==> src/rtl/dpm_carry_ccu_if.sv <==
// ALU-slice side bundle of the DPM carry/condition-code unit: slice carry terms,
// assembled result and microcode controls in, slice carry-ins and flags out.
interface dpm_carry_ccu_if #(
    parameter int unsigned SLICES = 8
);
    logic [SLICES-1:0]   g_h;
    logic [SLICES-1:0]   p_h;
    logic [SLICES-1:0]   v_h;
    logic [4*SLICES-1:0] aluq_h;
    logic [1:0]          cin_sel_h;
    logic [1:0]          dsize_h;
    logic                cc_load_h;
    logic                cc_chain_h;
    logic                c_save_h;

    logic [SLICES-1:0]   carry_in_h;
    logic                cout_h;
    logic                flag_n_h;
    logic                flag_z_h;
    logic                flag_v_h;
    logic                flag_c_h;
    logic                saved_c_h;

    // Datapath/microcode side drives the slice terms and controls.
    modport master (
        output g_h, p_h, v_h, aluq_h, cin_sel_h, dsize_h, cc_load_h, cc_chain_h, c_save_h,
        input  carry_in_h, cout_h, flag_n_h, flag_z_h, flag_v_h, flag_c_h, saved_c_h
    );

    modport slave (
        input  g_h, p_h, v_h, aluq_h, cin_sel_h, dsize_h, cc_load_h, cc_chain_h, c_save_h,
        output carry_in_h, cout_h, flag_n_h, flag_z_h, flag_v_h, flag_c_h, saved_c_h
    );
endinterface

==> src/rtl/dpm_carry_ccu.sv <==
// Carry-lookahead across the 4-bit ALU slices plus N/Z/V/C and saved-carry registers
// used by multi-precision microcode sequences.
module dpm_carry_ccu #(
    parameter int unsigned SLICES = 8
) (
    input logic            clk_h,
    input logic            reset_h,
    dpm_carry_ccu_if.slave bus
);
    localparam int unsigned WIDTH = 4 * SLICES;

    logic flag_n_q, flag_z_q, flag_v_q, flag_c_q, saved_c_q;
    logic c0;

    // chain[i] is carry into slice i; chain[SLICES] is the full-width carry out.
    logic [SLICES:0] chain;

    always_comb begin
        unique case (bus.cin_sel_h)
            2'd0:    c0 = 1'b0;
            2'd1:    c0 = 1'b1;
            2'd2:    c0 = saved_c_q;
            2'd3:    c0 = flag_c_q;
            default: c0 = 1'b0;
        endcase
    end

    always_comb begin
        chain    = '0;
        chain[0] = c0;
        for (int i = 0; i < SLICES; i++) begin
            chain[i+1] = bus.g_h[i] | (bus.p_h[i] & chain[i]);
        end
    end

    assign bus.carry_in_h = chain[SLICES-1:0];

    logic long_cout, long_v, long_msb, long_zero;
    logic byte_cout, byte_v, byte_msb, byte_zero;
    logic word_cout, word_v, word_msb, word_zero;

    assign long_cout = chain[SLICES];
    assign long_v    = bus.v_h[SLICES-1];
    assign long_msb  = bus.aluq_h[WIDTH-1];
    assign long_zero = ~|bus.aluq_h;

    // Narrow sizes that do not fit in the configured width collapse onto long.
    if (SLICES >= 2) begin : g_byte
        assign byte_cout = chain[2];
        assign byte_v    = bus.v_h[1];
        assign byte_msb  = bus.aluq_h[7];
        assign byte_zero = ~|bus.aluq_h[7:0];
    end else begin : g_byte_long
        assign byte_cout = long_cout;
        assign byte_v    = long_v;
        assign byte_msb  = long_msb;
        assign byte_zero = long_zero;
    end

    if (SLICES >= 4) begin : g_word
        assign word_cout = chain[4];
        assign word_v    = bus.v_h[3];
        assign word_msb  = bus.aluq_h[15];
        assign word_zero = ~|bus.aluq_h[15:0];
    end else begin : g_word_long
        assign word_cout = long_cout;
        assign word_v    = long_v;
        assign word_msb  = long_msb;
        assign word_zero = long_zero;
    end

    logic sel_cout, sel_v, sel_msb, sel_zero;

    always_comb begin
        unique case (bus.dsize_h)
            2'd0: begin
                sel_cout = byte_cout;
                sel_v    = byte_v;
                sel_msb  = byte_msb;
                sel_zero = byte_zero;
            end
            2'd1: begin
                sel_cout = word_cout;
                sel_v    = word_v;
                sel_msb  = word_msb;
                sel_zero = word_zero;
            end
            default: begin
                sel_cout = long_cout;
                sel_v    = long_v;
                sel_msb  = long_msb;
                sel_zero = long_zero;
            end
        endcase
    end

    assign bus.cout_h = sel_cout;

    // Chained Z lets a multi-word result report zero only if every word was zero.
    always_ff @(posedge clk_h or posedge reset_h) begin
        if (reset_h) begin
            flag_n_q <= 1'b0;
            flag_z_q <= 1'b0;
            flag_v_q <= 1'b0;
            flag_c_q <= 1'b0;
        end else if (bus.cc_load_h) begin
            flag_n_q <= sel_msb;
            flag_z_q <= bus.cc_chain_h ? (flag_z_q & sel_zero) : sel_zero;
            flag_v_q <= sel_v;
            flag_c_q <= sel_cout;
        end
    end

    always_ff @(posedge clk_h or posedge reset_h) begin
        if (reset_h) begin
            saved_c_q <= 1'b0;
        end else if (bus.c_save_h) begin
            saved_c_q <= sel_cout;
        end
    end

    assign bus.flag_n_h  = flag_n_q;
    assign bus.flag_z_h  = flag_z_q;
    assign bus.flag_v_h  = flag_v_q;
    assign bus.flag_c_h  = flag_c_q;
    assign bus.saved_c_h = saved_c_q;
endmodule

==> src/flat_wrapper.sv <==
// flat-port wrapper written by rule: the top's interface ports become plain ports
module dpm_carry_ccu_flat 
#(
    parameter int unsigned SLICES = 8
)
  (clk_h, reset_h, bus_g_h, bus_p_h, bus_v_h, bus_aluq_h, bus_cin_sel_h, bus_dsize_h, bus_cc_load_h, bus_cc_chain_h, bus_c_save_h, bus_carry_in_h, bus_cout_h, bus_flag_n_h, bus_flag_z_h, bus_flag_v_h, bus_flag_c_h, bus_saved_c_h);
  dpm_carry_ccu_if #(.SLICES(SLICES)) bus_i ();
  input logic clk_h;
  input logic reset_h;
  input wire logic [$bits(bus_i.g_h)-1:0] bus_g_h;
  input wire logic [$bits(bus_i.p_h)-1:0] bus_p_h;
  input wire logic [$bits(bus_i.v_h)-1:0] bus_v_h;
  input wire logic [$bits(bus_i.aluq_h)-1:0] bus_aluq_h;
  input wire logic [$bits(bus_i.cin_sel_h)-1:0] bus_cin_sel_h;
  input wire logic [$bits(bus_i.dsize_h)-1:0] bus_dsize_h;
  input wire logic [$bits(bus_i.cc_load_h)-1:0] bus_cc_load_h;
  input wire logic [$bits(bus_i.cc_chain_h)-1:0] bus_cc_chain_h;
  input wire logic [$bits(bus_i.c_save_h)-1:0] bus_c_save_h;
  output wire logic [$bits(bus_i.carry_in_h)-1:0] bus_carry_in_h;
  output wire logic [$bits(bus_i.cout_h)-1:0] bus_cout_h;
  output wire logic [$bits(bus_i.flag_n_h)-1:0] bus_flag_n_h;
  output wire logic [$bits(bus_i.flag_z_h)-1:0] bus_flag_z_h;
  output wire logic [$bits(bus_i.flag_v_h)-1:0] bus_flag_v_h;
  output wire logic [$bits(bus_i.flag_c_h)-1:0] bus_flag_c_h;
  output wire logic [$bits(bus_i.saved_c_h)-1:0] bus_saved_c_h;
  assign bus_i.g_h = bus_g_h;
  assign bus_i.p_h = bus_p_h;
  assign bus_i.v_h = bus_v_h;
  assign bus_i.aluq_h = bus_aluq_h;
  assign bus_i.cin_sel_h = bus_cin_sel_h;
  assign bus_i.dsize_h = bus_dsize_h;
  assign bus_i.cc_load_h = bus_cc_load_h;
  assign bus_i.cc_chain_h = bus_cc_chain_h;
  assign bus_i.c_save_h = bus_c_save_h;
  assign bus_carry_in_h = bus_i.carry_in_h;
  assign bus_cout_h = bus_i.cout_h;
  assign bus_flag_n_h = bus_i.flag_n_h;
  assign bus_flag_z_h = bus_i.flag_z_h;
  assign bus_flag_v_h = bus_i.flag_v_h;
  assign bus_flag_c_h = bus_i.flag_c_h;
  assign bus_saved_c_h = bus_i.saved_c_h;
  dpm_carry_ccu #(.SLICES(SLICES)) u_core (.clk_h(clk_h), .reset_h(reset_h), .bus(bus_i));
endmodule
==> config.mk <==
export PLATFORM = sky130hd
export DESIGN_NAME = dpm_carry_ccu_flat
export DESIGN_NICKNAME = d
export VERILOG_FILES = /design/src/rtl/dpm_carry_ccu_if.sv /design/src/rtl/dpm_carry_ccu.sv /design/src/flat_wrapper.sv
export SDC_FILE = /design/constraint.sdc
export NUM_CORES = 1
export LEC_CHECK = 0
export BUFFER_PORTS_ARGS = -buffer_cell sky130_fd_sc_hd__buf_2
export CORE_ASPECT_RATIO = 0.9
export CORE_MARGIN = 4
export CORE_UTILIZATION = 29
export CTS_CLUSTER_SIZE = 25
export DETAILED_ROUTE_END_ITERATION = 16
export HOLD_SLACK_MARGIN = 0.03
export PLACE_DENSITY_LB_ADDON = 0.1
export SETUP_SLACK_MARGIN = 0.02
export SLEW_MARGIN = 40
export SYNTH_ARGS = -nofsm -noshare
export SYNTH_HDL_FRONTEND = slang
export SYNTH_SLANG_ARGS = --single-unit
==> constraint.sdc <==
create_clock -name clk_h -period 1.9 [get_ports clk_h]
set_clock_uncertainty 0.1 [all_clocks]
set_input_delay 0.19 -clock clk_h [delete_from_list [all_inputs] [get_ports clk_h]]
set_output_delay 0.19 -clock clk_h [all_outputs]
set_load 0.05 [all_outputs]
==> results.yml, run 1 <==
timing:
  final-hold-violation-count: 0
  setup_viol_count_final: 4
  finalCritPeriodShare: 1.098
  fin_hold_ws_ps: 49.39
  post-route-min-period_ps: 2086
  setup_repair_after_global_routing_missed_its_margin: "true"
  timing.slew.headroom: 0.7412
  setup_ws_ps: -185.6
  highest_achievable_clock_rate_ghz: 0.4795
  slew_violations: 0
  tightest_slew_ps: 385.6
cells_and_area:
  n_antenna_cell: 0
  final_cell_area_sq_um: 1052
  num-fill-cells: 175
  area_delta_synth_final_pct: 95.13
  finish.net_count: 214
  final_core_util: 0.6130
  drive_gt1_frac: 0.6689
pwr:
  p_sw_frac: 0.4167
  ir_worst_vdd_uv: 285.7
  netSwitchingPower_mw: 0.2273
  comb_power_share: 0.546
  pwr-share-clk: 0.221
  p_seq_frac: 0.232
  cellLeakagePower_nw: 0.5444
  cell_internal_pwr_mw: 0.3181
  power-per-cell-area_nw_per_um2: 518.3
placed_design:
  port-buffer-count: 73
  postPlaceCellArea_sq_um: 968.4
  globalplace.congestion: 0.7051
  dp_worst_setup_slack_ps: -18.11
  place_hpwl_microns: 1783
synth:
  synth_cell_type_count: 28
  synth_largest_area_cell: "sky130_fd_sc_hd__dfrtp_1"
  postSynth.asyncResetShare: 1.000
  synth-warning-count: 0
  synthMostInstantiatedCell: "sky130_fd_sc_hd__nor4_1"
  yosys-top-cells-area: "sky130_fd_sc_hd__dfrtp_1, sky130_fd_sc_hd__nor4_1, sky130_fd_sc_hd__a21o_1"
  synth_enable_flop_cells: 0
  synth_cells: 68
  synth.cells.most_frequent: "sky130_fd_sc_hd__nor4_1, sky130_fd_sc_hd__inv_1, sky130_fd_sc_hd__nor2_1"
  synth_flop_cell: "sky130_fd_sc_hd__dfrtp_1"
  syn-cell-area_sq_um: 539.3
  post_synth_net_total: 133
  post-synth-top-area-fraction: 0.2320
  postSynthAreaPerCell_sq_um: 7.930
  ys_seq_elements: 5
  synth_sequential_area_ratio: 0.2320
setup_path:
  critical_path.endpoint_type: "output pin"
  cp_max_fo: 4
  critPathKind: "flip-flop to output pin"
  critical_path_arrival_ps: 1800
  start_kind: "flip-flop"
  required_ps: 1610
grt:
  gr-total-overflow: 0
  grt_max_degree: 9
  grtUsageTotal: 0.1521
  vias_in_the_first_global_route: 854
  grt_antenna_before_repair: 0
  global_route_wire_length_before_repair_microns: 3146
routing:
  vias_per_cell: 4.779
  detail_route.first_pass.iterations: 4
  detail-route-antenna-nets: 0
  dr.first_iter.drc_count: 4
  routed_wl_microns: 1974
  dr_total_vias: 822
  drt_drc_violations_left: 0
  detail_route.wl_per_cell_microns: 11.48
floorplanning:
  core.rowCount: 14
  io_pins: 79
  initial_utilization: 0.3141
  die_footprint_sq_um: 2614
  chipWidth_microns: 53.46
  core_area_sq_um: 1717
  die_height_microns: 48.91
min_path:
  hp-class: "input pin to flip-flop"
clocking:
  cts.root.buffer_cell: "sky130_fd_sc_hd__clkbuf_4"
  clk_pin_slew_ps: 40
  ctsHtreeMaxLevel: 1
  clkSinkCount: 5
  insertion_delay_to_the_later_sink_of_the_worst_skew_pair_ps: 240
  ctsLongestPathBuffers: 2
  cts_tree: "done"
  number_of_buffers_created_by_cts: 3
outcome:
  outcome: "finished, violations left"
  violations: "negative setup slack"
run:
  timing.max_cap.violations: 0
[power groups by stage]
stage               logic, mW  registers, mW  clock network [mW]
floorplan               0.134          0.171                   0
CTS                     0.293          0.126               0.126
detailed placement      0.281          0.128                   0
finish                  0.298          0.127               0.121
global route            0.320          0.128               0.138
global placement        0.277          0.128                   0
[worst paths after layout]
| path | from | end | slack [ps] | depth (start not counted) |
|---|---|---|---|---|
| worst max register to register | u_core.bus.flag_c_h | u_core.bus.saved_c_h | 170 | 6 |
| max in group asynchronous | reset_h | u_core.bus.saved_c_h | 1230 | 3 |
| worst max-delay path | u_core.bus.saved_c_h | bus_carry_in_h[7] | -190 | 6 |
| worst min-delay path | bus_c_save_h | u_core.bus.saved_c_h | 50 | 2 |
| min in group asynchronous | reset_h | u_core.bus.flag_z_h | 290 | 3 |
| worst min register to register | u_core.bus.flag_v_h | u_core.bus.flag_v_h | 410 | 1 |
[placed cells by master (no fill, tap or decap), types with 2 or more instances in the layout]
cell type	synthesis	routed
sky130_fd_sc_hd__inv_1	6	6
sky130_fd_sc_hd__nor2_1	6	5
sky130_fd_sc_hd__or2_2	2	2
sky130_fd_sc_hd__o22ai_1	3	3
sky130_fd_sc_hd__mux2i_1	2	2
sky130_fd_sc_hd__dfrtp_1	5	3
sky130_fd_sc_hd__buf_8	0	2
sky130_fd_sc_hd__mux2_2	2	2
sky130_fd_sc_hd__a21oi_1	3	3
sky130_fd_sc_hd__nor4_1	9	8
sky130_fd_sc_hd__clkbuf_4	0	3
sky130_fd_sc_hd__buf_2	0	70
sky130_fd_sc_hd__buf_4	3	5
sky130_fd_sc_hd__dfrtp_2	0	2
sky130_fd_sc_hd__a21o_4	0	2
sky130_fd_sc_hd__o21ai_0	4	4
sky130_fd_sc_hd__nand2_1	5	5
[repair_timing]
action                                  4_1_cts  5_1_grt
resized for setup                             5        5
hold buffers                                  1        0
pin swaps                                     2        1
endpoints found under the setup margin        5        5
endpoints found under the hold margin         5        0
setup buffers                                 1        1
[critical path: stages, from the launching register on]
cell,delay [ps]
sky130_fd_sc_hd__dfrtp_2,400
sky130_fd_sc_hd__a21o_2,240
sky130_fd_sc_hd__a31oi_4,250
sky130_fd_sc_hd__o31ai_4,110
sky130_fd_sc_hd__a21o_4,210
sky130_fd_sc_hd__a21o_4,200
sky130_fd_sc_hd__buf_8,140
[kinds of logic after synthesis]
family | Yosys count | synth area share
buffers and inverters | 9 | 0.08352
DFF | 5 | 0.2320
muxes | 4 | 0.07888
and+or+nand+nor | 28 | 0.2877
AOI/OAI and AO/OA | 22 | 0.3179
[per-layer routing]
| metal | wire [microns] | vias to the layer above | track usage | share of wire |
|---|---|---|---|---|
| li1 | - | 418 | - | - |
| met1 | 759 | 351 | 0.1676 | 0.38 |
| met2 | 965 | 53 | 0.2857 | 0.49 |
| met3 | 248 | 0 | 0.04587 | 0.13 |
| met4 | 0 | 0 | 0.01277 | 0 |
| met5 | 0 | - | 0 | 0 |
[stage by stage]
step	total power [mW]	setup TNS (ps)	instances
CTS	0.5451	-591.6	171
floorplan	0.3058	-560.4	68
detailed placement	0.4097	-18.11	165
global route	0.5857	-926.6	172
global placement	0.4046	0	165
finish	0.5454	-579.9	172
[state kept, by name, indices dropped and copies added (netlist names)]
register	count
u_core.bus.flag_c_h	1
u_core.bus.flag_n_h	1
u_core.bus.flag_v_h	1
u_core.bus.flag_z_h	1
u_core.bus.saved_c_h	1
[area by class of cell]
| cell class | instances | area (sq um) | share of cell area |
|---|---|---|---|
| Multi-Input combinational cell | 54 | 406.6 | 0.3864 |
| Timing Repair Buffer | 79 | 439.2 | 0.4174 |
| Tap cell | 24 | 30.03 | 0.02854 |
| Inverter | 6 | 22.52 | 0.02140 |
| Clock buffer | 4 | 26.28 | 0.02497 |
| Sequential cell | 5 | 127.6 | 0.1213 |
(Power assumes the default switching activity.)
==> run 2, diff against run 1 <==
TNS_END_PERCENT = 10   (was default)
==> results.yml, run 2 (synthesis gave the netlist of run 1 again) <==
floorplanning:
  die_height_microns: 48.91
  core_area_sq_um: 1717
  io_pins: 79
  chipWidth_microns: 53.46
  core.rowCount: 14
  initial_utilization: 0.3141
  die_footprint_sq_um: 2614
routing:
  detail_route.first_pass.iterations: 4
  detail_route.wl_per_cell_microns: 11.24
  vias_per_cell: 4.672
  drt_drc_violations_left: 0
  routed_wl_microns: 1956
  dr.first_iter.drc_count: 7
  dr_total_vias: 813
  detail-route-antenna-nets: 0
setup_path:
  reg2reg_slack_ps: 170
  cp_cell_sequence: "nand3b_1 > a31oi_4 > o31ai_4 > a21o_4 > a21o_4 > buf_8"
  critical_path.max_stage_delay_ps: 390
  critical-path-slowest-cell: "sky130_fd_sc_hd__dfrtp_2"
  critPathKind: "flip-flop to output pin"
  r2r-end: "u_core.bus.saved_c_h"
  crit_start: "u_core.bus.flag_c_h"
  timing.reg2reg.worst_path_depth: 7
  cp_max_fo: 4
  start_kind: "flip-flop"
  critical_path.endpoint_type: "output pin"
  r2r-start: "u_core.bus.flag_c_h"
  critical_path_arrival_ps: 1770
  required_ps: 1610
  critical-path-top-cell-by-count: "sky130_fd_sc_hd__a21o_4"
  worstSetupEndpoint: "bus_carry_in_h[7]"
cells_and_area:
  layout_commonest_cell: "sky130_fd_sc_hd__buf_2"
  top_library_cells_by_usage_in_the_layout_fill_and_taps_aside: "sky130_fd_sc_hd__buf_2, sky130_fd_sc_hd__nor4_1, sky130_fd_sc_hd__buf_4, sky130_fd_sc_hd__inv_1"
  final_core_util: 0.6217
  finish.net_count: 216
  final_cell_area_sq_um: 1067
  drive_gt1_frac: 0.6733
  n_antenna_cell: 0
  area_delta_synth_final_pct: 97.91
placed_design:
  dp_worst_setup_slack_ps: 4.762
  port-buffer-count: 73
  place_hpwl_microns: 1698
  postPlaceCellArea_sq_um: 963.4
  globalplace.congestion: 0.6980
timing:
  setup_viol_count_final: 5
  timing.slew.headroom: 0.7448
  final-hold-violation-count: 0
  setup_ws_ps: -156.7
  fin_hold_ws_ps: 54.51
  slew_violations: 0
  setup_repair_after_global_routing_missed_its_margin: "true"
  highest_achievable_clock_rate_ghz: 0.4862
  finalCritPeriodShare: 1.082
  tightest_slew_ps: 380.3
  post-route-min-period_ps: 2057
grt:
  grt_antenna_before_repair: 0
  grtUsageTotal: 0.1450
  vias_in_the_first_global_route: 806
  global_route_wire_length_before_repair_microns: 2994
  gr-total-overflow: 0
  grt_max_degree: 9
clocking:
  clk_pin_slew_ps: 50
  ctsLongestPathBuffers: 2
  cts.root.buffer_cell: "sky130_fd_sc_hd__clkbuf_4"
  insertion_delay_to_the_later_sink_of_the_worst_skew_pair_ps: 240
  ctsHtreeMaxLevel: 1
  number_of_buffers_created_by_cts: 3
  cts_tree: "done"
  clkSinkCount: 5
pwr:
  power-per-cell-area_nw_per_um2: 515.6
  netSwitchingPower_mw: 0.2276
  p_sw_frac: 0.4136
  comb_power_share: 0.550
  cell_internal_pwr_mw: 0.3227
  p_seq_frac: 0.229
  ir_worst_vdd_uv: 372.7
  cellLeakagePower_nw: 0.5522
  pwr-share-clk: 0.221
  post-layout-total-power_mw: 0.5503
min_path:
  hp-class: "input pin to flip-flop"
  worstHoldPathCells: 2
outcome:
  violations: "negative setup slack"
  outcome: "finished, violations left"
run:
  timing.max_cap.violations: 0
-- run 2: cell type report --
cell class                 count  area, sq um
multi-input combinational     54        407.9
tap                           24        30.03
inverter                       6        22.52
fill                         170        649.4
clock buffer                   4        26.28
sequential                     5        127.6
timing repair buffer          81        452.9
-- run 2: power by group through the flow --
stage                     combinational (mW)  clock (mW)  sequential (mW)
after global placement                 0.274           0            0.128
final                                  0.303       0.121            0.126
after detailed placement               0.279           0            0.128
after floorplan                        0.133           0            0.171
after global routing                   0.324       0.137            0.127
after CTS                              0.301       0.127            0.126
-- run 2: worst min path at each step --
stage	from	endpoint
2_1_floorplan	reset_h	u_core.bus.flag_n_h
3_3_place_gp	reset_h	u_core.bus.flag_z_h
3_5_place_dp	reset_h	u_core.bus.flag_n_h
4_1_cts	bus_c_save_h	u_core.bus.saved_c_h
5_1_grt	bus_c_save_h	u_core.bus.saved_c_h
6_report	bus_c_save_h	u_core.bus.saved_c_h
-- run 2: routing by layer --
layer | GRT usage | routed length (microns) | vias to the layer above
li1 | - | - | 423
met1 | 0.1534 | 723 | 357
met4 | 0.02553 | 0 | 0
met2 | 0.2755 | 1061 | 33
met5 | 0 | 0 | -
met3 | 0.03976 | 172 | 0
-- run 2: repair_timing --
item,CTS,global route
pin swaps,6,2
hold buffers,1,0
setup endpoints to repair,5,5
resized for setup,9,2
setup buffers,2,2
endpoints found under the hold margin,5,0
-- run 2: through the flow --
step | setup TNS, ps | instances
after CTS | -329.7 | 172
after floorplan | -692.6 | 68
final | -404.1 | 174
after global routing | -845.9 | 174
after detailed placement | 0 | 165
after global placement | 0 | 165
-- run 2: critical path, delay by kind of cell (launching register included) --
| kind | cells | cell delay, ps |
|---|---|---|
| buffers and inverters | 1 | 140 |
| AOI/OAI and AO/OA | 4 | 770 |
| and+or+nand+nor | 1 | 230 |
| DFF | 1 | 390 |
==> run 3, diff against run 2 <==
ABC_AREA = 1   (was default)
==> results.yml, run 3 <==
outcome:
  outcome: "finished, violations left"
  violations: "negative setup slack"
grt:
  vias_in_the_first_global_route: 786
  grt_max_degree: 9
  global_route_wire_length_before_repair_microns: 3056
  gr-total-overflow: 0
  grt_antenna_before_repair: 0
  grtUsageTotal: 0.1494
routing:
  detail-route-antenna-nets: 0
  routed_wl_microns: 1910
  drt_drc_violations_left: 0
  detail_route.wl_per_cell_microns: 10.38
  dr.first_iter.drc_count: 2
  detail_route.first_pass.iterations: 3
  dr_total_vias: 765
  vias_per_cell: 4.158
timing:
  setup_viol_count_final: 5
  totalNegativeSetupSlack_ps: -778.7
  slew_violations: 0
  fin_hold_ws_ps: 83.43
  post-route-min-period_ps: 2226
  final-hold-violation-count: 0
  setup_ws_ps: -326.1
  highest_achievable_clock_rate_ghz: 0.4492
  tightest_slew_ps: 269.8
  timing.slew.headroom: 0.8185
  finalCritPeriodShare: 1.172
  setup_repair_after_global_routing_missed_its_margin: "true"
cells_and_area:
  final_cell_area_sq_um: 1069
  n_antenna_cell: 0
  area_delta_synth_final_pct: 100.0
  num-fill-cells: 197
  layout_commonest_cell: "sky130_fd_sc_hd__buf_2"
  top_library_cells_by_usage_in_the_layout_fill_and_taps_aside: "sky130_fd_sc_hd__buf_2, sky130_fd_sc_hd__inv_1, sky130_fd_sc_hd__nand2_4, sky130_fd_sc_hd__nand2_1, sky130_fd_sc_hd__nor4_1"
  finish.net_count: 226
  drive_gt1_frac: 0.6750
  post_layout_nonfiller_instances: 184
floorplanning:
  io_pins: 79
  die_footprint_sq_um: 2594
  die_height_microns: 48.72
  initial_utilization: 0.3112
  core.rowCount: 14
  core_area_sq_um: 1717
  chipWidth_microns: 53.25
min_path:
  worstHoldStart: "bus_c_save_h"
  hp-class: "input pin to flip-flop"
  whs_endpoint: "u_core.bus.saved_c_h"
  worstHoldPathCells: 3
setup_path:
  r2r-start: "u_core.bus.flag_c_h"
  critical_path_arrival_ps: 1940
  critical_path.max_stage_delay_ps: 400
  timing.reg2reg.worst_path_depth: 23
  critical-path-top-cell-by-count: "sky130_fd_sc_hd__nand2_4"
  critPathKind: "flip-flop to output pin"
  reg2reg_slack_ps: -100
  cp_max_fo: 2
  cp_cell_sequence: "inv_2 > nand3_2 > nand3_2 > nand2_4 > nand2_4 > nand2_4 > nand2_4 > nand2_8 > nand2_4 > nand2_4 > nand2_4 > nand2_4 > nand2_4 > nand2_4 > nand2_4 > nand2_4 > nand2_2 > nand2_2 > nand2_2 > nand2_4 > buf_8"
  critical_path.endpoint_type: "output pin"
  critical-path-slowest-cell: "sky130_fd_sc_hd__dfrtp_2"
  r2r-end: "u_core.bus.flag_c_h"
  start_kind: "flip-flop"
  critical_path_depth: 21
  required_ps: 1610
  worst_path_dominant_cell_family: "simple AND/OR/NAND/NOR gates"
  critPathBufInv: 2
clocking:
  clk_pin_slew_ps: 40
  ctsHtreeMaxLevel: 1
  number_of_buffers_created_by_cts: 3
  cts_tree: "done"
  insertion_delay_to_the_later_sink_of_the_worst_skew_pair_ps: 230
  ctsLongestPathBuffers: 2
  clkSinkCount: 5
  cts.root.buffer_cell: "sky130_fd_sc_hd__clkbuf_4"
synth:
  synth_flop_cell: "sky130_fd_sc_hd__dfrtp_1"
  ys_seq_elements: 5
  postSynth.asyncResetShare: 1.000
  synth_cell_type_count: 18
  synth-warning-count: 0
  synth_largest_area_cell: "sky130_fd_sc_hd__dfrtp_1"
  post-synth-top-area-fraction: 0.2342
  postSynthAreaPerCell_sq_um: 6.678
  synthMostInstantiatedCell: "sky130_fd_sc_hd__nand2_1"
  synth_enable_flop_cells: 0
  yosys-top-cells-area: "sky130_fd_sc_hd__dfrtp_1, sky130_fd_sc_hd__nand2_1, sky130_fd_sc_hd__nand2_2"
  post_synth_net_total: 145
  syn-cell-area_sq_um: 534.3
  synth_sequential_area_ratio: 0.2342
  synth.cells.most_frequent: "sky130_fd_sc_hd__nand2_1, sky130_fd_sc_hd__inv_1, sky130_fd_sc_hd__nand2_2"
  synth_cells: 80
placed_design:
  port-buffer-count: 73
  postPlaceCellArea_sq_um: 965.9
  placed_cells: 177
  place_hpwl_microns: 1711
  globalplace.congestion: 0.7862
pwr:
  cellLeakagePower_nw: 0.6375
  power-per-cell-area_nw_per_um2: 513.9
  ir_worst_vdd_uv: 356.8
  post-layout-total-power_mw: 0.5491
run:
  timing.max_cap.violations: 0
run 3: cell types whose count changed after synthesis, sizes merged, moves of 2 or more:
cell   delta
o21ai     -3
mux2i     -2
o22ai     -4
nor2      -4
a21o      -4
inv      +10
nand4     +2
mux2      -2
nand2    +27
run 3: layer usage:
layer,wire length [microns],share of wire,GRT usage
met5,0,0,0
met4,0,0,0.06383
met3,145,0.076,0.01534
met2,1050,0.55,0.2694
met1,714,0.37,0.1704
run 3: timing repair:
| item | in CTS | in global routing |
|---|---|---|
| hold endpoints to repair | 5 | 0 |
| endpoints found under the setup margin | 7 | 7 |
| setup buffers | 1 | 1 |
| pin swaps | 2 | 5 |
| hold buffers | 1 | 0 |
| resized for setup | 11 | 3 |
run 3: cells by family (layout without fill, tap and decap cells):
family	Yosys count	count (layout)	share of synthesized area
AND/OR/NAND/NOR	48	48	0.5246
buffers and inverters	20	100	0.1639
AO/OA/AOI/OAI	7	7	0.07728
flip-flops	5	5	0.2342
run 3: cell type report:
cell class,instances,area [sq um],area share
repair buffers,79,429.2,0.4016
multi-input cells,55,390.4,0.3653
flip-flops and latches,5,127.6,0.1194
inverters,17,65.06,0.06089
well taps,24,30.03,0.02810
clock buffers,4,26.28,0.02459
run 3: tightest hold or removal path: cells and delay by family:
family	cells	cell delay, ps
simple gates	2	100
buf+inv	1	90
run 3: where the power goes:
group / internal [mW] / total, mW / switching, mW
clock network: 0.0792 / 0.119 / 0.0400
logic: 0.116 / 0.304 / 0.188
registers: 0.119 / 0.126 / 0.00664
total: 0.314 / 0.549 / 0.235
run 3: how the worst max path moves through the flow:
stage                     slack (ps)    endpoint                 start
after global routing            -470  bus_cout_h  u_core.bus.saved_c_h
after global placement          -200  bus_cout_h  u_core.bus.saved_c_h
after CTS                       -380  bus_cout_h   u_core.bus.flag_c_h
final                           -330  bus_cout_h   u_core.bus.flag_c_h
after floorplan                 -810  bus_cout_h  u_core.bus.saved_c_h
after detailed placement        -240  bus_cout_h   u_core.bus.flag_c_h
run 3: metrics by stage:
step / utilization / worst slack (ps)
2_1_floorplan: - / -814.5
3_3_place_gp: 0.5627 / -202.3
3_5_place_dp: 0.5627 / -237.9
4_1_cts: 0.6137 / -382.9
5_1_grt: 0.6224 / -465.5
6_report: 0.6224 / -326.1
